===== config.mk =====
export PLATFORM = sky130hd
export DESIGN_NAME = thread_pc_gen
export DESIGN_NICKNAME = d
export VERILOG_FILES = /design/src/rtl/thread_pc_gen.sv
export SDC_FILE = /design/constraint.sdc
export NUM_CORES = 1
export LEC_CHECK = 0
export CORE_MARGIN = 3
export CORE_UTILIZATION = 50
export DETAILED_ROUTE_END_ITERATION = 8
export PLACE_DENSITY = 0.81
export SLEW_MARGIN = 15
export SYNTH_ARGS = -nofsm -noshare
export SYNTH_HDL_FRONTEND = slang
export SYNTH_SLANG_ARGS = --single-unit

===== constraint.sdc =====
create_clock -name clk -period 4.1 [get_ports clk]
set_clock_uncertainty 0.15 [all_clocks]
set_input_delay 0.41 -clock clk [delete_from_list [all_inputs] [get_ports clk]]
set_output_delay 0.41 -clock clk [all_outputs]
set_load 0.05 [all_outputs]

===== src/rtl/thread_pc_gen.sv =====
// Per-thread PC generator: round-robin fetch plus branch redirect with flush.
// Define PC_ALIGN_CHECK_EN to halt threads on misaligned targets (adds misalign_o).
module thread_pc_gen #(
  parameter int XLEN = 32,
  parameter int THREAD_WIDTH = 1,
  parameter logic [XLEN-1:0] RESET_PC = '0
) (
  input  logic                    clk,
  input  logic                    rst,
  input  logic                    stall_i,
  input  logic [XLEN-1:0]         br_pc_n_i,
  input  logic [THREAD_WIDTH-1:0] br_thread_id_i,
  input  logic                    br_fifo_empty_i,
  output logic                    br_pc_ack_o,
  output logic                    fetch_valid_o,
  output logic [XLEN-1:0]         fetch_pc_o,
  output logic [THREAD_WIDTH-1:0] fetch_thread_o,
  input  logic                    fetch_ready_i,
  output logic                    flush_o,
  output logic [THREAD_WIDTH-1:0] flush_thread_o
`ifdef PC_ALIGN_CHECK_EN
  ,
  output logic                    misalign_o
`endif
);

  localparam int TW = THREAD_WIDTH;
  localparam int NT = 2 ** THREAD_WIDTH;

  typedef enum logic {RUN, ACK} state_t;

  state_t          state, state_n;
  logic [XLEN-1:0] pc [NT];
  logic [TW-1:0]   rr;
  logic [TW-1:0]   pick;
  logic            pick_ok;
  logic [NT-1:0]   halted;
  logic            redir;
  logic            bad;
  logic            hold;
  logic            withdraw;
  logic            collide;
  logic [XLEN-1:0] target;

  // FIFO head is only trusted in RUN; in ACK it is stale until after the pop
  assign redir    = (state == RUN) && !br_fifo_empty_i && !stall_i;
  assign target   = br_pc_n_i & ~XLEN'(3);
  assign hold     = fetch_valid_o && !fetch_ready_i;
  assign withdraw = hold && redir && (br_thread_id_i == fetch_thread_o);
  assign collide  = redir && (br_thread_id_i == pick);

`ifdef PC_ALIGN_CHECK_EN
  assign bad = |br_pc_n_i[1:0];

  always_ff @(posedge clk or negedge rst) begin
    if (!rst) begin
      halted     <= '0;
      misalign_o <= 1'b0;
    end else begin
      misalign_o <= redir && bad;
      if (redir) halted[br_thread_id_i] <= bad;
    end
  end
`else
  assign bad    = 1'b0;
  assign halted = '0;
`endif

  // first non-halted thread at or after rr
  always_comb begin
    pick    = rr;
    pick_ok = 1'b0;
    for (int i = NT - 1; i >= 0; i--) begin
      if (!halted[rr + TW'(i)]) begin
        pick    = rr + TW'(i);
        pick_ok = 1'b1;
      end
    end
  end

  always_comb begin
    state_n = state;
    unique case (state)
      RUN: if (redir) state_n = ACK;
      ACK: if (!stall_i) state_n = RUN;
    endcase
  end

  always_ff @(posedge clk or negedge rst) begin
    if (!rst) state <= RUN;
    else      state <= state_n;
  end

  always_ff @(posedge clk or negedge rst) begin
    if (!rst) begin
      for (int i = 0; i < NT; i++) pc[i] <= RESET_PC;
      rr             <= '0;
      br_pc_ack_o    <= 1'b0;
      fetch_valid_o  <= 1'b0;
      fetch_pc_o     <= '0;
      fetch_thread_o <= '0;
      flush_o        <= 1'b0;
      flush_thread_o <= '0;
    end else begin
      br_pc_ack_o <= (state_n == ACK);
      flush_o     <= redir;
      if (redir) flush_thread_o <= br_thread_id_i;
      if (!stall_i) begin
        if (withdraw) begin
          fetch_valid_o <= 1'b0;
        end else if (!hold) begin
          if (collide || !pick_ok) begin
            fetch_valid_o <= 1'b0;
          end else begin
            fetch_valid_o  <= 1'b1;
            fetch_pc_o     <= pc[pick];
            fetch_thread_o <= pick;
            pc[pick]       <= pc[pick] + XLEN'(4);
            rr             <= pick + TW'(1);
          end
        end
        // redirect overrides any increment of the same thread
        if (redir && !bad) pc[br_thread_id_i] <= target;
      end
    end
  end

endmodule

==> impl_metrics.ini, run 1 <==
[status]
status = complete, but fails checks
violations = hold timing

[drt]
top_layer = met4
wl_met3_mm = 1.205
wirelength_met1_mm = 6.878
drt_wl_total_mm = 16.68
first_pass_iters = 5
drtIter0Drc = 489
ant_nets = 0
drc = 0
met2WireLength_mm = 8.200
vias = 5340
via_per_inst = 6.411
post_drt_wl_per_cell_um = 20.03

[sta]
period_needed_ps = 3517
worst_slew_pin_slew_ps = 1114
whs_ps = -36.33
setup_violations = 0
grt_setup_unrepaired = no
tns_ps = 0
hold_violations = 29
relSlewSlack_pct = 25.15
report.final.slew_viol_count = 0
period_share_pct = 85.78
fmax_ghz = 0.2843

[logic_synthesis]
yosys.area.top_type = dfrtp_1
synth_flop_cell = dfrtp_1
syn-num-nets = 664
ys_async_sr_fraction_pct = 100.0
netlist_area_um2 = 5654
syn-instance-count = 625
synth_edf_count = 0
ys_ff_latch = 102
syn_area_per_cell_um2 = 9.047
seq_area_frac_synth_pct = 45.14
synth.area.top_cells = dfrtp_1 (45%), a21oi_1 (7.8%), mux2i_1 (5.3%)
yosys_warnings = 0
yosysTopAreaCellShare_pct = 45.14
synth_cell_types = 60

[layout]
drive_above_1_share_pct = 8.802
multi_input_area_um2 = 2887
syn2layout_area_growth_pct = 21.04
utilization_pct = 62.59
layout.nets = 727
diodes = 0
regArea_um2 = 2554
nFillCells = 905

[global_routing]
grt_pass1_wl_mm = 27.32
track_usage_pct = 26.60
grt_pass1_vias = 5409
grt_max_degree = 84
antenna_found_initial = 0
grt.overflow.total = 0

[floorplan]
initial_core_util_pct = 51.70
io_pins = 75
die_area_um2 = 12620
die_h_um = 112.3
die-width_um = 112.3
core_area_um2 = 10940
row_count = 38

[clocking]
clock_latency_ps = 350
cts_hold_buf = 0
cts_resized = 0
post_cts_buffers = 0
cts-root-buf = clkbuf_16
clockBufferDepth = 2
cts_tree = built
clock-sinks = 102
clkTransAtPathRegs_ps = 70
cts_buffers = 9
h-tree-depth = 3

[placed_design]
dp_hpwl_mm = 11.52
portBuffers = 72
gp_congestion = 0.9332

[power_and_ir_drop]
powerDensity_nw_per_um2 = 722.3
leakage_uw = 0.002743
irDropWorstVdd_mv = 0.4402
finalPower_uw = 4944

[setup_path]
crit_path_start_kind = flop
worst_setup_path_startpoint = rr
cp_num_buf_inv = 1
crit_path_max_fanout = 32
cp_data_required_time_ps = 4190
cp_cell_sequence = inv_1, nor3_1, and3_1, and2_1, a31oi_1, o22a_1
end_kind = flop
r2r_cells = 6
crit_cells = 6
r2r-end = pc[24]
cp_top_family = simple AND/OR/NAND/NOR gates
worst_path_largest_cell_delay_ps = 980
reg2reg_slack_ps = 580
worst-setup-path-type = reg -> reg
arrival_ps = 3610
worstSetupEndpoint = pc[24]
critPathSlowestCell = nor3_1
r2r_start = rr

[flow_run]
max-cap-violations = 0

[min_path]
hp-class = in -> async
sequential cells by signal, summed over array words and instances, names as in the netlist:
name	cells
flush_o	1
fetch_valid_o	1
br_pc_ack_o	1
rr	1
fetch_pc_o	32
pc	64
fetch_thread_o	1
flush_thread_o	1
synth_stat cells (all sizes together), types with 13 or more instances:
cell / instances
nand4: 15
o21ai: 30
mux2i: 30
nand3: 21
nor2: 74
a31oi: 13
a21oi: 88
o22ai: 22
clkbuf: 33
a22oi: 14
dfrtp: 102
nand2: 38
layout by cell type (no fill, tap or decap), types with 5 or more instances in the layout:
| cell | netlist | final |
|---|---|---|
| o22a_1 | 11 | 11 |
| nand4b_1 | 7 | 7 |
| buf_4 | 1 | 24 |
| dfrtp_1 | 102 | 101 |
| or3_1 | 6 | 6 |
| nand3_1 | 21 | 21 |
| a31oi_1 | 13 | 13 |
| o22ai_1 | 22 | 22 |
| nor4_1 | 6 | 5 |
| and3_1 | 9 | 9 |
| inv_1 | 8 | 8 |
| o21ai_0 | 30 | 30 |
| clkbuf_16 | 0 | 9 |
| nor2_1 | 74 | 74 |
| xor2_1 | 9 | 9 |
| a22oi_1 | 13 | 13 |
| nand2_1 | 38 | 38 |
| nand3b_1 | 5 | 5 |
| clkdlybuf4s50_1 | 0 | 70 |
| nor2b_1 | 7 | 7 |
| a21oi_1 | 88 | 88 |
| nor3_1 | 9 | 9 |
| nand4_1 | 15 | 15 |
| mux2i_1 | 30 | 30 |
| mux2_2 | 5 | 5 |
layout make-up:
| type | count | area share, % |
|---|---|---|
| Inverter | 8 | 0.4388 |
| Tap cell | 140 | 2.559 |
| Clock inverter | 5 | 0.8592 |
| Timing Repair Buffer | 96 | 13.11 |
| Clock buffer | 11 | 3.547 |
| Sequential cell | 102 | 37.31 |
| Multi-Input combinational cell | 471 | 42.18 |
metal layers:
metal | up-vias | track usage (%)
met2 | 266 | 43.27
met4 | 0 | 10.58
li1 | 2435 | -
met1 | 2603 | 35.47
met3 | 36 | 4.744
met5 | - | 0
power by group:
part | switching, uW | internal, uW
Combinational | 1460 | 864
Sequential | 378 | 1370
Clock | 384 | 491
how the worst min path moves through the flow:
stage	from	end	slack, ps
floorplan	rst	br_pc_ack_o	-40
global placement	pc[32]	pc[32]	330
detailed placement	pc[1]	pc[1]	340
CTS	rst	fetch_thread_o	130
global route	rst	fetch_valid_o	20
finish	rst	fetch_thread_o	-40
per-stage QoR:
step	setup slack (ps)	cell area, um^2	cells
2_1_floorplan	935.4	5654	625
3_3_place_gp	803.9	6539	817
3_5_place_dp	694.3	6539	817
4_1_cts	681.7	6840	833
5_1_grt	445.7	6844	833
6_report	583.2	6844	833
cells by family (layout without fill, tap and decap cells):
logic type	Yosys count	after routing	synth area share, %
buffers and inverters	52	120	4.249
AOI/OAI and AO/OA	206	206	22.68
and+or+nand+nor	216	216	19.38
xor gates and xnor gates	13	13	2.014
adders and majority gates	1	1	0.2213
muxes	35	35	6.307
DFF	102	102	45.14
Note: power is estimated with default switching activity, not from simulation.
==> run 2: changes to the inputs <==
- CTS_CLUSTER_SIZE: unset -> 20
- SLEW_MARGIN: 15 -> unset
==> run 2 against run 1 <==
  * The run now ends clean
  * Routed wire length is 0.26% higher
  * Largest power group unchanged
  * Clock power is essentially flat
  * Sequential power about the same
  * Global-route usage unchanged
  * Die area unchanged
  * Combinational power hardly changed
  * Sequential share of layout area barely moved
  * Critical path depth is the same
  * Non-clock buffer count stayed put
  * Sequential cell count did not move
==> impl_metrics.ini, run 2 (synthesis results as in run 1) <==
[status]
status = completed

[setup_path]
arrival_ps = 3620
critPathSlowestCell = nor3_1
worst_path_largest_cell_delay_ps = 990
end_kind = flop
cp_top_family = simple AND/OR/NAND/NOR gates
crit_cells = 6
cp_num_buf_inv = 1
cp_cell_sequence = inv_1, nor3_1, and3_1, and2_1, a31oi_1, o22a_1
crit_path_start_kind = flop
r2r_cells = 6
cp_data_required_time_ps = 4190
crit_path_max_fanout = 32
worst-setup-path-type = reg -> reg

[layout]
syn2layout_area_growth_pct = 20.98
layout_common_cells = dfrtp_1 (101), a21oi_1 (88), nor2_1 (74)
drive_above_1_share_pct = 8.802
final_common_cell = dfrtp_1
regArea_um2 = 2554
largest_reg_flops = 64
top_register = pc
utilization_pct = 62.55
diodes = 0
nFillCells = 904
layout.nets = 727
top_regs = pc x64, fetch_pc_o x32
multi_input_area_um2 = 2887
fin_cells = 833

[sta]
report.final.slew_viol_count = 0
worst_slew_pin_slew_ps = 1127
whs_ps = 108.4
period_needed_ps = 3527
fmax_ghz = 0.2835
grt_setup_unrepaired = no
period_share_pct = 86.03
tns_ps = 0
hold_violations = 0
setup_violations = 0
relSlewSlack_pct = 24.26

[global_routing]
grt_pass1_vias = 5409
grt.overflow.total = 0
grt_max_degree = 84
antenna_found_initial = 0
track_usage_pct = 26.60
grt_pass1_wl_mm = 27.32

[clocking]
post_cts_buffers = 0
cts_buffers = 9
cts_tree = built
clkTransAtPathRegs_ps = 70
cts-root-buf = clkbuf_16
clockBufferDepth = 2
clock_latency_ps = 350
cts_hold_buf = 0
clock-sinks = 102
cts_resized = 0
h-tree-depth = 3

[placed_design]
gp_congestion = 0.9332
dp.cells = 817
dp_hpwl_mm = 11.52
portBuffers = 72

[min_path]
hp-class = in -> async

[power_and_ir_drop]
irDropWorstVdd_mv = 0.4394
powerDensity_nw_per_um2 = 722.8
leakage_uw = 0.002741
finalPower_uw = 4944

[drt]
drc = 0
post_drt_wl_per_cell_um = 20.08
via_per_inst = 6.423
vias = 5350
first_pass_iters = 5
drtIter0Drc = 489
ant_nets = 0
drt_wl_total_mm = 16.73

[floorplan]
die_area_um2 = 12620
die_h_um = 112.3
initial_core_util_pct = 51.70
core_area_um2 = 10940
io_pins = 75
die-width_um = 112.3
row_count = 38

[flow_run]
max-cap-violations = 0
run 2: cell counts in the layout (fill, tap and decap cells not counted):
No cell type changed its count.
run 2: power breakdown:
group / switching (uW) / total (uW) / internal, uW
Sequential: 379 / 1750 / 1370
Combinational: 1460 / 2320 / 864
Clock: 384 / 875 / 491
run 2: path summary, 6_finish.rpt:
| path | endpoint | slack, ps | from |
|---|---|---|---|
| hold reg to reg | pc[62] | 360 | pc[62] |
| setup reg to reg | pc[24] | 570 | rr |
| min in group clk | flush_o | 270 | stall_i |
| max in group asynchronous | pc[5] | 2800 | rst |
| setup / recovery | pc[24] | 570 | rr |
| hold / removal | fetch_thread_o | 110 | rst |
run 2: area by class of cell:
cell class | count | area share, %
sequential | 102 | 37.33
clock buffer | 11 | 3.549
inverter | 8 | 0.4390
tap | 140 | 2.561
timing repair buffer | 96 | 13.06
multi-input combinational | 471 | 42.20
clock inverter | 5 | 0.8597
run 2: stage by stage:
step	worst slack [ps]	instance area, um^2
floorplan	935.4	5654
global placement	803.9	6539
detailed placement	694.3	6539
CTS	681.7	6840
global route	445.7	6840
finish	572.7	6840
run 2: routing by layer:
| metal | routed length, um | vias up | global-route usage (%) |
|---|---|---|---|
| met2 | 8185 | 266 | 43.27 |
| met1 | 6878 | 2612 | 35.47 |
| li1 | - | 2433 | - |
| met3 | 1225 | 39 | 4.744 |
| met5 | 0 | - | 0 |
| met4 | 436 | 0 | 10.58 |
==> edit 1 (settings of run 1) <==
Add a define of `PC_ALIGN_CHECK_EN`.
--- a/src/rtl/thread_pc_gen.sv
+++ b/src/rtl/thread_pc_gen.sv
@@ -1,4 +1,6 @@
 // Per-thread PC generator: round-robin fetch plus branch redirect with flush.
 // Define PC_ALIGN_CHECK_EN to halt threads on misaligned targets (adds misalign_o).
+`define PC_ALIGN_CHECK_EN
+
 module thread_pc_gen #(
   parameter int XLEN = 32,
Function (old outputs only; new: misalign_o): changed (Yosys sat finds a counterexample within 4 cycles, from zero or initial values and one cycle with rst low).
==> edit 1 against run 1 <==
  * Critical path depth grew 5
  * Non-clock buffer count shrank 6
  * Sequential power is 3% lower
  * Worst setup slack improved by 140 ps
  * Routed wire length up 14%
  * Synthesized cell count grew 14%
  * Power shrank 2.5%
  * Sequential cell count is 3 higher
  * Sequential share of layout area down 0.84 points
  * Cell area grew 5.2%
  * Area after synthesis up 7.1%
==> edit 1: results (changes against run 1) <==
stage;metric;value;unit;change
cells_and_area;FF+latch area;2630;µm²;+2.9%
logic_synthesis;xor/xnor share of the synthesized area;1.45;%;-0.57 points
detailed_routing;met2 wire len;8.61;mm;+5.0%
placement;IO Port Bufs;75;;+4.2%
clocking;clk sinks;105;;+2.9%
logic_synthesis;mux contribution to synthesized area;3.57;%;-2.7 points
cells_and_area;# clk buffers;13;;+2
global_routing;met1 Resource Use GR;40.6;%;+5.1 points
global_routing;first-pass GRT wire length;30.6;mm;+12%
logic_synthesis;Yosys cell types;72;;+20%
cells_and_area;Non-Clock Buffer Count;90;;-6.3%
cells_and_area;Clock buf/inv share;4.03;%;-0.38 points
worst_setup_path;R2R Setup Slk;720;ps;+140 ps
logic_synthesis;syn nets;749;;+13%
global_routing;largest net degree at the start of global routing;54;;-36%
logic_synthesis;Synth Area in Adders;0.207;%;-0.015 points
placement;Final HPWL DP;13.1;mm;+14%
global_routing;number of global-route vias before repair;5841;;+8.0%
cells_and_area;Multi-input comb cells;549;;+17%
detailed_routing;final WL;19.1;mm;+14%
cells_and_area;multi-input logic area;3220;µm²;+11%
worst_setup_path;FF-to-FF End;pc[52];;
run_status;status;completed;;
cells_and_area;biggest regs;pc (64), fetch_pc_o (32), halted (2);;
worst_setup_path;Critical Path Fanout Max;24;;-25%
detailed_routing;DR iter-0 viols;848;;+73%
timing;Slew @ Worst Pin;798;ps;-316 ps
placement;Placed Cells;894;;+9.4%
cells_and_area;Signal buf overhead;11.9;%;-1.2 points
cells_and_area;final std cells w/o fill;911;;+9.4%
power;peak supply drop;0.533;mV;+21%
logic_synthesis;sequential share of the synthesized area;43.4;%;-1.8 points
global_routing;GRT Overall Usage;29.3;%;+2.7 points
global_routing;routing usage on met2;44.3;%;+1.0 points
placement;pre-CTS WS;791;ps;+96.6 ps
detailed_routing;Vias/cell;6.69;;+4.4%
global_routing;GR Util met3;7.15;%;+2.4 points
logic_synthesis;Synth Area in Compound Gates;21.2;%;-1.4 points
worst_setup_path;WP data arrival;3480;ps;-130 ps
placement;GP Congestion;0.975;;+4.5%
hold_path;HP Class;in -> reg;;
worst_setup_path;reg2reg start;halted[1];;
cells_and_area;share of layout cells above drive strength 1;6.77;%;-2.0 points
detailed_routing;M1 WL;7.77;mm;+13%
floorplan;Die X;116;µm;+3.3%
cells_and_area;Final Cell Area;7200;µm²;+5.2%
worst_setup_path;FF-to-FF path depth;11;;+5
timing;hold slack;255;ps;+291 ps
==> edit 1: changes by cell type after synthesis, moves of 7 or more <==
cell             run 1  this run
a21oi_1             88        41
and2_1               4        11
a31oi_1             13        26
nor3_1               9        19
and4_1               0         9
nand3_1             21        28
nand2_1             38       110
a211oi_1             1         8
mux2i_1             30        16
clkbuf_1            33        41
nand4b_1             7         0
==> edit 1: worst max-delay path, cell delays in order (launching register included) <==
cell	delay, ps
dfrtp_1	460
nor2b_4	230
a21o_4	320
nand2_1	90
nand2_1	90
ha_1	270
nand3_1	100
mux2_2	400
nand2b_1	250
nor4b_2	470
mux2i_1	140
a221o_1	280
==> edit 1: power by group <==
group	switching, W	total [W]	internal, W	leakage [nW]
sequential	0.000334	0.00170	0.00136	1.22
clock	0.000378	0.000867	0.000489	0.144
combinational	0.00150	0.00225	0.000755	1.46
total	0.00221	0.00482	0.00261	2.83
==> edit 2 (flow settings as in run 1) <==
Without the edit above. Change the parameter `XLEN` from 32 to 36.
--- a/src/rtl/thread_pc_gen.sv
+++ b/src/rtl/thread_pc_gen.sv
@@ -2,5 +2,5 @@
 // Define PC_ALIGN_CHECK_EN to halt threads on misaligned targets (adds misalign_o).
 module thread_pc_gen #(
-  parameter int XLEN = 32,
+  parameter int XLEN = 36,
   parameter int THREAD_WIDTH = 1,
   parameter logic [XLEN-1:0] RESET_PC = '0
Ports: changed (resized br_pc_n_i and fetch_pc_o); port bits go from 75 to 83. No check against the original RTL was run, so the function may have changed too.
==> edit 2 against run 1 <==
  * Cell area up 18%
  * Sequential cell count up 12
  * Routed wire length up 24%
  * Worst setup slack better by 220 ps
  * Non-clock buffer count up 11
  * Power up 29%
  * Core utilization up 2.8 points
  * Highest routed layer unchanged
  * The run still ends with negative hold slack left
  * Area after synthesis up 14%
==> edit 2: results (changes against run 1) <==
stage;metric;value;unit;change
run_status;status;complete, but fails checks;;
run_status;failing checks;negative hold slack;;
power;internal power;0.00357;W;+31%
logic_synthesis;synth top area cells;dfrtp_1, a21oi_1, nor2_1;;
logic_synthesis;Synth Area in Adders;0.194;%;-0.027 points
detailed_routing;routed length per instance;20.7;µm;+3.6%
cells_and_area;share of layout cells above drive strength 1;7.84;%;-0.96 points
clocking;clock-pin slew of the registers on the worst-case setup and hold paths;50;ps;-20 ps
clocking;H-Tree Depth;4;;+1
logic_synthesis;async set-reset flop share out of synthesis;100;%;unchanged
global_routing;first-pass GRT wire length;33.3;mm;+22%
timing;Hold Vio Cnt, Final;7;;-76%
cells_and_area;FILL cells;992;;+9.6%
logic_synthesis;Syn Area/Cell;8.71;µm²;-3.7%
detailed_routing;DR iter-0 viols;845;;+73%
power;Sequential Power;0.00201;W;+15%
detailed_routing;first drt pass iteration count;7;;+2
placement;Final HPWL DP;13.8;mm;+20%
worst_setup_path;Critical Path Fanout Max;43;;+34%
power;peak supply drop;0.410;mV;-6.9%
logic_synthesis;Yosys cell types;58;;-3.3%
cells_and_area;Final nets;859;;+18%
placement;Placed Cells;965;;+18%
global_routing;initial antenna violation count;0;;unchanged
timing;Slew @ Worst Pin;969;ps;-145 ps
cells_and_area;biggest regs;pc (72), fetch_pc_o (36);;
detailed_routing;Vias/cell;6.55;;+2.2%
logic_synthesis;top post-synthesis cells by count;dfrtp_1, a21oi_1, nor2_1;;
logic_synthesis;mux contribution to synthesized area;5.02;%;-1.3 points
global_routing;met1 Resource Use GR;38.8;%;+3.3 points
global_routing;largest net degree at the start of global routing;73;;-13%
clocking;number of buffers created by CTS;17;;+8
logic_synthesis;sequential share of the synthesized area;44.2;%;-0.93 points
power;Clock power frac;23.0;%;+5.3 points
global_routing;routing usage on met2;46.5;%;+3.3 points
global_routing;GR Util met3;6.74;%;+2.0 points
worst_setup_path;WP data arrival;3430;ps;-180 ps
placement;GP Congestion;0.930;;-0.30%
placement;placement-stage cell area;7460;µm²;+14%
clocking;clk_lat worst skew;430;ps;+80 ps
power;Leak;3.17;nW;+16%
global_routing;number of global-route vias before repair;6437;;+19%
logic_synthesis;syn nets;784;;+18%
timing;hold slack;-15.2;ps;+21.1 ps
logic_synthesis;xor/xnor share of the synthesized area;1.36;%;-0.66 points
global_routing;GRT Overall Usage;29.3;%;+2.7 points
placement;IO Port Bufs;80;;+11%
-- edit 2: cell families after synthesis --
group	count (synthesis)
compound gates	250
xor+xnor	10
flops	114
buf+inv	59
simple gates	275
fa+ha+maj	1
mux	32
-- edit 2: per-stage QoR --
stage / total power, W / worst slack, ps / hold slack [ps] / util [%]
detailed placement: 0.00489 / 894 / 347 / 60.6
global route: 0.00672 / 543 / 51.4 / 65.4
CTS: 0.00637 / 884 / 23.1 / 65.4
floorplan: 0.00392 / 1100 / -35.6 / -
finish: 0.00640 / 800 / -15.2 / 65.4
global placement: 0.00478 / 924 / 332 / 60.6
-- edit 2: worst paths after layout --
check                      cells after the start  startpoint  slack (ps)              to
max                                            7          rr         800          pc[31]
min                                            1         rst         -20  fetch_pc_o[13]
max reg2reg                                    7          rr         800          pc[31]
min reg2reg                                    1      pc[37]         350          pc[37]
max in group asynchronous                      2         rst        2910          pc[36]
min in group clk                               3     stall_i         320          pc[66]
-- edit 2: layout make-up --
cell class / instances / area [µm²] / area share [%]
clock buffer: 28 / 517 / 6.42
clock inverter: 4 / 70.1 / 0.871
timing repair buffer: 107 / 996 / 12.4
sequential: 114 / 2850 / 35.5
multi-input combinational: 568 / 3370 / 41.9
inverter: 8 / 30.0 / 0.373
tap: 168 / 210 / 2.61
-- edit 2: worst max-delay path, stage by stage (launching register included) --
cell      delay, ps
dfrtp_2         840
buf_4           540
nand3_1         230
a222oi_1        520
nand2_1         100
nor4_1          420
xor2_1          240
a21oi_1         100
-- edit 2: routing by layer --
metal	routed length, µm	part of all wire [%]	vias up
met1	8100	39	3139
met4	633	3.1	0
met5	0	0	-
met3	2130	10	55
met2	9820	47	420
li1	-	-	2921
